===== src/rtl/ysyx_25040109_mem_arb.sv =====
// Two-master (IFU read-only, LSU read/write) to one-slave AXI4-Lite arbiter.
// One transaction is outstanding at a time. Grant is round-robin between the IFU and LSU.
module ysyx_25040109_mem_arb (
    input  logic        clk,
    input  logic        rst,
    // IFU read channels
    input  logic [31:0] ifu_araddr,
    input  logic        ifu_arvalid,
    output logic        ifu_arready,
    output logic [31:0] ifu_rdata,
    output logic [1:0]  ifu_rresp,
    output logic        ifu_rvalid,
    input  logic        ifu_rready,
    // LSU read channels
    input  logic [31:0] lsu_araddr,
    input  logic        lsu_arvalid,
    output logic        lsu_arready,
    output logic [31:0] lsu_rdata,
    output logic [1:0]  lsu_rresp,
    output logic        lsu_rvalid,
    input  logic        lsu_rready,
    // LSU write channels
    input  logic [31:0] lsu_awaddr,
    input  logic        lsu_awvalid,
    output logic        lsu_awready,
    input  logic [31:0] lsu_wdata,
    input  logic [3:0]  lsu_wstrb,
    input  logic        lsu_wvalid,
    output logic        lsu_wready,
    output logic [1:0]  lsu_bresp,
    output logic        lsu_bvalid,
    input  logic        lsu_bready,
    // Slave channels
    output logic [31:0] mem_araddr,
    output logic        mem_arvalid,
    input  logic        mem_arready,
    input  logic [31:0] mem_rdata,
    input  logic [1:0]  mem_rresp,
    input  logic        mem_rvalid,
    output logic        mem_rready,
    output logic [31:0] mem_awaddr,
    output logic        mem_awvalid,
    input  logic        mem_awready,
    output logic [31:0] mem_wdata,
    output logic [3:0]  mem_wstrb,
    output logic        mem_wvalid,
    input  logic        mem_wready,
    input  logic [1:0]  mem_bresp,
    input  logic        mem_bvalid,
    output logic        mem_bready
);

    typedef enum logic [1:0] {
        IDLE   = 2'd0,
        IFU_RD = 2'd1,
        LSU_RD = 2'd2,
        LSU_WR = 2'd3
    } state_t;

    state_t state, state_next;
    logic   last_lsu, last_lsu_next;
    logic   aw_done, aw_done_next;
    logic   w_done, w_done_next;
    logic   ar_done, ar_done_next;
    logic   lsu_req;

    assign lsu_req = lsu_awvalid | lsu_arvalid;

    // State and per-transaction handshake flags
    always_ff @(posedge clk) begin
        if (rst) begin
            state    <= IDLE;
            last_lsu <= 1'b1;
            aw_done  <= 1'b0;
            w_done   <= 1'b0;
            ar_done  <= 1'b0;
        end else begin
            state    <= state_next;
            last_lsu <= last_lsu_next;
            aw_done  <= aw_done_next;
            w_done   <= w_done_next;
            ar_done  <= ar_done_next;
        end
    end

    // Arbitration, channel routing and completion detection
    always_comb begin
        state_next    = state;
        last_lsu_next = last_lsu;
        aw_done_next  = aw_done;
        w_done_next   = w_done;
        ar_done_next  = ar_done;

        ifu_arready = 1'b0;
        ifu_rdata   = 32'd0;
        ifu_rresp   = 2'd0;
        ifu_rvalid  = 1'b0;
        lsu_arready = 1'b0;
        lsu_rdata   = 32'd0;
        lsu_rresp   = 2'd0;
        lsu_rvalid  = 1'b0;
        lsu_awready = 1'b0;
        lsu_wready  = 1'b0;
        lsu_bresp   = 2'd0;
        lsu_bvalid  = 1'b0;
        mem_araddr  = 32'd0;
        mem_arvalid = 1'b0;
        mem_rready  = 1'b0;
        mem_awaddr  = 32'd0;
        mem_awvalid = 1'b0;
        mem_wdata   = 32'd0;
        mem_wstrb   = 4'd0;
        mem_wvalid  = 1'b0;
        mem_bready  = 1'b0;

        case (state)
            IDLE: begin
                // IFU wins a tie only when the LSU was served last
                if (ifu_arvalid && (!lsu_req || last_lsu)) begin
                    state_next    = IFU_RD;
                    last_lsu_next = 1'b0;
                end else if (lsu_req) begin
                    state_next    = lsu_awvalid ? LSU_WR : LSU_RD;
                    last_lsu_next = 1'b1;
                end
            end
            IFU_RD: begin
                mem_araddr  = ifu_araddr;
                mem_arvalid = ifu_arvalid & ~ar_done;
                ifu_arready = mem_arready & ~ar_done;
                ifu_rdata   = mem_rdata;
                ifu_rresp   = mem_rresp;
                ifu_rvalid  = mem_rvalid;
                mem_rready  = ifu_rready;
                if (mem_arvalid && mem_arready) ar_done_next = 1'b1;
                if (mem_rvalid && mem_rready) begin
                    state_next   = IDLE;
                    ar_done_next = 1'b0;
                end
            end
            LSU_RD: begin
                mem_araddr  = lsu_araddr;
                mem_arvalid = lsu_arvalid & ~ar_done;
                lsu_arready = mem_arready & ~ar_done;
                lsu_rdata   = mem_rdata;
                lsu_rresp   = mem_rresp;
                lsu_rvalid  = mem_rvalid;
                mem_rready  = lsu_rready;
                if (mem_arvalid && mem_arready) ar_done_next = 1'b1;
                if (mem_rvalid && mem_rready) begin
                    state_next   = IDLE;
                    ar_done_next = 1'b0;
                end
            end
            LSU_WR: begin
                mem_awaddr  = lsu_awaddr;
                mem_awvalid = lsu_awvalid & ~aw_done;
                lsu_awready = mem_awready & ~aw_done;
                mem_wdata   = lsu_wdata;
                mem_wstrb   = lsu_wstrb;
                mem_wvalid  = lsu_wvalid & ~w_done;
                lsu_wready  = mem_wready & ~w_done;
                lsu_bresp   = mem_bresp;
                lsu_bvalid  = mem_bvalid;
                mem_bready  = lsu_bready;
                if (mem_awvalid && mem_awready) aw_done_next = 1'b1;
                if (mem_wvalid && mem_wready) w_done_next = 1'b1;
                if (mem_bvalid && mem_bready) begin
                    state_next   = IDLE;
                    aw_done_next = 1'b0;
                    w_done_next  = 1'b0;
                end
            end
            default: state_next = IDLE;
        endcase
    end

endmodule


===== config.mk =====
export PLATFORM = sky130hd
export DESIGN_NAME = ysyx_25040109_mem_arb
export DESIGN_NICKNAME = d
export VERILOG_FILES = /design/src/rtl/ysyx_25040109_mem_arb.sv
export SDC_FILE = /design/constraint.sdc
export NUM_CORES = 1
export LEC_CHECK = 0
export ABC_AREA = 1
export BUFFER_PORTS_ARGS = -buffer_cell sky130_fd_sc_hd__buf_4
export CAP_MARGIN = 20
export CORE_AREA = 5 5 139 141
export CTS_BUF_LIST = sky130_fd_sc_hd__clkbuf_4
export DETAILED_ROUTE_END_ITERATION = 10
export DIE_AREA = 0 0 144 146
export GPL_TIMING_DRIVEN = 0
export PLACE_DENSITY = 0.53
export SKIP_CTS_REPAIR_TIMING = 1
export SYNTH_ARGS = -nofsm -noshare
export SYNTH_HDL_FRONTEND = slang
export SYNTH_SLANG_ARGS = --single-unit

===== constraint.sdc =====
create_clock -name clk -period 2.85 [get_ports clk]
set_clock_uncertainty 0.05 [all_clocks]
set_input_delay 0.285 -clock clk [delete_from_list [all_inputs] [get_ports clk]]
set_output_delay 0.285 -clock clk [all_outputs]
set_load 0.02 [all_outputs]

* Yosys cells after proc, flatten, opt, wreduce, memory -nomap -nowiden
Cells that the tools add are included. Widths: inputs -> output; s select.
Storage, ports and cells: bits of input ports 182, register bits after elaboration 6, word-level logic and storage cells 84
Operators by class: bitwise operators 11, reduce and logical (&&, ||, !) cells 20, equality and inequality tests 9, muxes and demuxes 39
Operators with widths (count):
- $mux 32 | 4
- $pmux 32 s2 | 1
- $mux 1 | 21
- $mux 2 | 8
- $ne 3x3->1 const B | 3
- $logic_and 1x1->1 | 8
- $pmux 2 s4 | 1
- $reduce_bool 2->1 | 4
- $and 1x1->1 | 7
- $ne 2x2->1 const B | 3
- $pmux 1 s2 | 3
- $reduce_and 2->1 | 3
- $eq 2x2->1 const B | 2
- $mux 4 | 1
- $reduce_and 4->1 | 1
- $not 1->1 | 3
- $reduce_and 3->1 | 1
- $eq 2x1->1 const B | 1
- $logic_not 2->1 | 1
- $logic_not 1->1 | 1
- $logic_or 1x1->1 | 1
- $or 1x1->1 | 1

* Longest topological paths before layout
depth after elaboration 6, depth in mapped cells 10, depth with buffers taken out 9

* Worst setup path before layout
OpenSTA, ideal clock, no wires.
path type reg-to-output, start register state[0], end output port mem_araddr[0], cell stages (with the launch flop) 6, required time 2515 ps, slack 1128 ps, data arrival time 1387 ps, path buffers 1, cells stage by stage dfxtp_1 inv_1 ha_1 clkinv_1 clkbuf_1 a21oi_1
Between the ends: word-level cells in the longest chain between the ends 2, elaborated cells between the ends (all ways) 3, classes of those cells eq/ne: 2; mux: 1
Ends and longest elaborated chain:
- start: declaration | RTL line 60 | state_t state, state_next;
- start signal: assignment | RTL line 78 | state <= state_next;
- $eq 2x2->1 / $eq 2x1->1 (equally long branches) | RTL line 116 | case (state)
- $pmux 32 s2 * | RTL line 116
- end: declaration | RTL line 34 | output logic [31:0] mem_araddr,
Mark *: on every way between the ends. The rest lies on a longest branch, timed or not.

* Final worst setup path
start register state[1], end output port mem_araddr[25]
The elaborated chain is that of the path after synthesis.

==> flow_metrics.tcl <==
set metrics [dict create \
    path_clk_slew_ns 0.05 \
    reg2reg_depth 9 \
    wl_mm 14.3 \
    first_iter_violations 174 \
    nets 1045 \
    drv_cap 0 \
    synth_seq_area_share_pct 5.69 \
    antenna_left 0 \
    ios 364 \
    drive_gt1_share_pct 46.3 \
    portBuffers 363 \
    internal-power_mw 0.950 \
    power.switching_mw 1.29 \
    grt_pass1_vias 3576 \
    cts_buffer_depth 2 \
    synth.distinct_cells 19 \
    synth-simple-area-share_pct 47.4 \
    setup_viol 0 \
    synthMuxAreaShare_pct 0 \
    cts_tree "yes" \
    cts.sinks 6 \
    firstDrtPassIters 4 \
    synth_area_um2 2110 \
    fill_cells 2007 \
    crit_type "flip-flop to primary output" \
    finalHoldViolCount 0 \
    r2r_setup_slack_ns 1.41 \
    syn_avg_cell_area_um2 4.30 \
    grt_max_degree 11 \
    relSlewSlack_pct 56.8 \
    synth_compound_area_share_pct 9.66 \
    antenna_found_initial 0 \
    synthAdderAreaFrac_pct 2.37 \
    syn_inst 491 \
    finalCritPeriodShare_pct 85.2 \
    combinationalPowerShare_pct 90.8 \
    hpwl_mm 12.6 \
    place_ws_ns 0.609 \
    crit_fanout 10 \
    grtUsageTotal_pct 12.3 \
    overflow 0 \
    hold_class "input port to flip-flop" \
    pwr-share-clk_pct 3.6 \
    start_util_pct 11.8 \
    synth_xor_xnor_area_share_pct 0 \
    antenna_cells 0 \
    max_freq_ghz 0.412 \
    area_growth_pct 144 \
    wl_per_cell_um 13.2 \
    reg2reg_to "state[0]" \
    synthesis.nets 677 \
    core.rowCount 49 \
    yosys.area.top_type "nand2_1" \
    worst_slew_pin_slew_ns 0.648 \
    synth_top_family_by_area "simple AND/OR/NAND/NOR gates" \
    outcome "completed" \
    yosysTopAreaCellShare_pct 41.3 \
    die_h_um 146 \
    core_um2 17800 \
    ys_warn_count 0 \
    min_period_ns 2.43 \
    hp-start "rst" \
    p_sw_share_pct 57.6 \
    root_buffer "clkbuf_4" \
    die-area_um2 21000 \
    routabilityCongestion 0.855 \
    crit_end "mem_araddr[25]" \
    dr_total_vias 3893 \
    cts_max_level 1 \
    pwr-share-seq_pct 5.5 \
    grt_pass1_wl_mm 20.3 \
    cts_inserted_buffers 3 \
    ys_ff_latch 6 \
    fin_ws_ns 0.421 \
    crit_start "state[1]" \
    worstPathRequired_ns 2.52 \
    tns_ns 0 \
    arrival_ns 2.09 \
    vias_per_cell 3.58 \
    drc 0 \
    report.final.slew_viol_count 0 \
    rsz0062_at_grt "no" \
    p_leak_nw 3.82 \
    crit_path_end_kind "primary output" \
    clock_latency_ns 0.25 \
    peakVddDrop_uv 141 \
    powerDensity_nw_per_um2 436 \
    chipWidth_um 144 \
    synthTopCellsByArea "nand2_1 (41%), inv_1 (27%), a21oi_1 (9.0%), dfxtp_1 (5.7%), buf_2 (4.3%)" \
    cp-start-kind "flip-flop" \
    r2r_start "state[1]" \
]
worst min-delay path by stage:
stage | slack [ns] | to | cells past startpoint
2_1_floorplan | 0.30 | state[0] | 1
3_3_place_gp | 0.41 | w_done | 2
3_5_place_dp | 0.41 | w_done | 2
4_1_cts | 0.15 | state[1] | 2
5_1_grt | 0.15 | state[0] | 2
6_report | 0.16 | state[1] | 2
Yosys cell counts:
| cell type | number |
|---|---|
| nand2_1 | 232 |
| inv_1 | 154 |
| a21oi_1 | 38 |
| buf_2 | 18 |
| nand3_1 | 10 |
| nor2_1 | 7 |
| dfxtp_1 | 6 |
| buf_4 | 5 |
| ha_1 | 4 |
| nand2_2 | 4 |
| clkbuf_1 | 3 |
| nor3_1 | 3 |
| buf_6 | 1 |
| clkinv_1 | 1 |
| inv_2 | 1 |
| nor2_2 | 1 |
| nor3b_1 | 1 |
| o21ai_0 | 1 |
| o21ai_2 | 1 |
registers in the layout, summed over array words and instances (netlist names):
signal,cells
aw_done,1
last_lsu,1
state,2
ar_done,1
w_done,1
critical path, stage by stage (launching register included):
cell and delay, ns:
dfxtp_1 0.38, inv_1 0.08, ha_1 0.27, clkinv_1 0.22
clkbuf_1 0.38, a21oi_1 0.31, buf_4 0.19
power by group through the flow:
stage / Sequential, mW / Clock [mW] / Combinational (mW)
after CTS: 0.125 / 0.0863 / 2.08
after global placement: 0.126 / 0 / 2.07
after global routing: 0.127 / 0.0898 / 2.23
after floorplan: 0.121 / 0 / 1.11
after detailed placement: 0.126 / 0 / 2.07
final: 0.124 / 0.0815 / 2.04
per-stage QoR:
stage	utilization [%]	std cells	hold WS [ns]	instance area, µm²	power [mW]
final	28.8	1086	0.158	5140	2.24
after global routing	28.8	1086	0.151	5140	2.44
after CTS	28.8	1086	0.149	5140	2.29
after detailed placement	28.7	1083	0.407	5120	2.20
after global placement	28.7	1083	0.405	5120	2.20
after floorplan	-	491	0.304	2110	1.23
logic make-up (layout without fill, tap and decap cells):
group,after synthesis,after routing
simple gates,258,258
buf+inv,183,549
compound gates,40,40
flops,6,6
fa+ha+maj,4,4
layout make-up:
cell class / instances / area, µm² / area share [%]
Buffer: 27 / 150 / 2.92
Multi-Input combinational cell: 302 / 1250 / 24.4
Sequential cell: 6 / 120 / 2.33
Inverter: 156 / 586 / 11.4
Tap cell: 229 / 287 / 5.57
Timing Repair Buffer: 363 / 2730 / 53.0
Clock buffer: 3 / 22.5 / 0.438
layer usage:
layer,global-route usage [%],wire length (µm),share of wire (%)
met1,14.3,5500,38
met2,23.0,7600,53
met3,2.46,1090,7.6
met4,2.26,161,1.1
met5,0,0,0
layout by cell type, fill, tap and decap left out:
| master | instances |
|---|---|
| nor3_1 | 3 |
| clkinv_1 | 1 |
| nand2_2 | 4 |
| buf_6 | 1 |
| inv_1 | 154 |
| clkbuf_4 | 3 |
| nor3b_1 | 1 |
| clkbuf_1 | 3 |
| buf_2 | 18 |
| nor2_1 | 7 |
| o21ai_2 | 1 |
| dfxtp_1 | 6 |
| nand2_1 | 232 |
| a21oi_1 | 38 |
| buf_4 | 368 |
| o21ai_0 | 1 |
| ha_1 | 4 |
| nand3_1 | 10 |
| inv_2 | 1 |
| nor2_2 | 1 |
(Power assumes the default switching activity.)
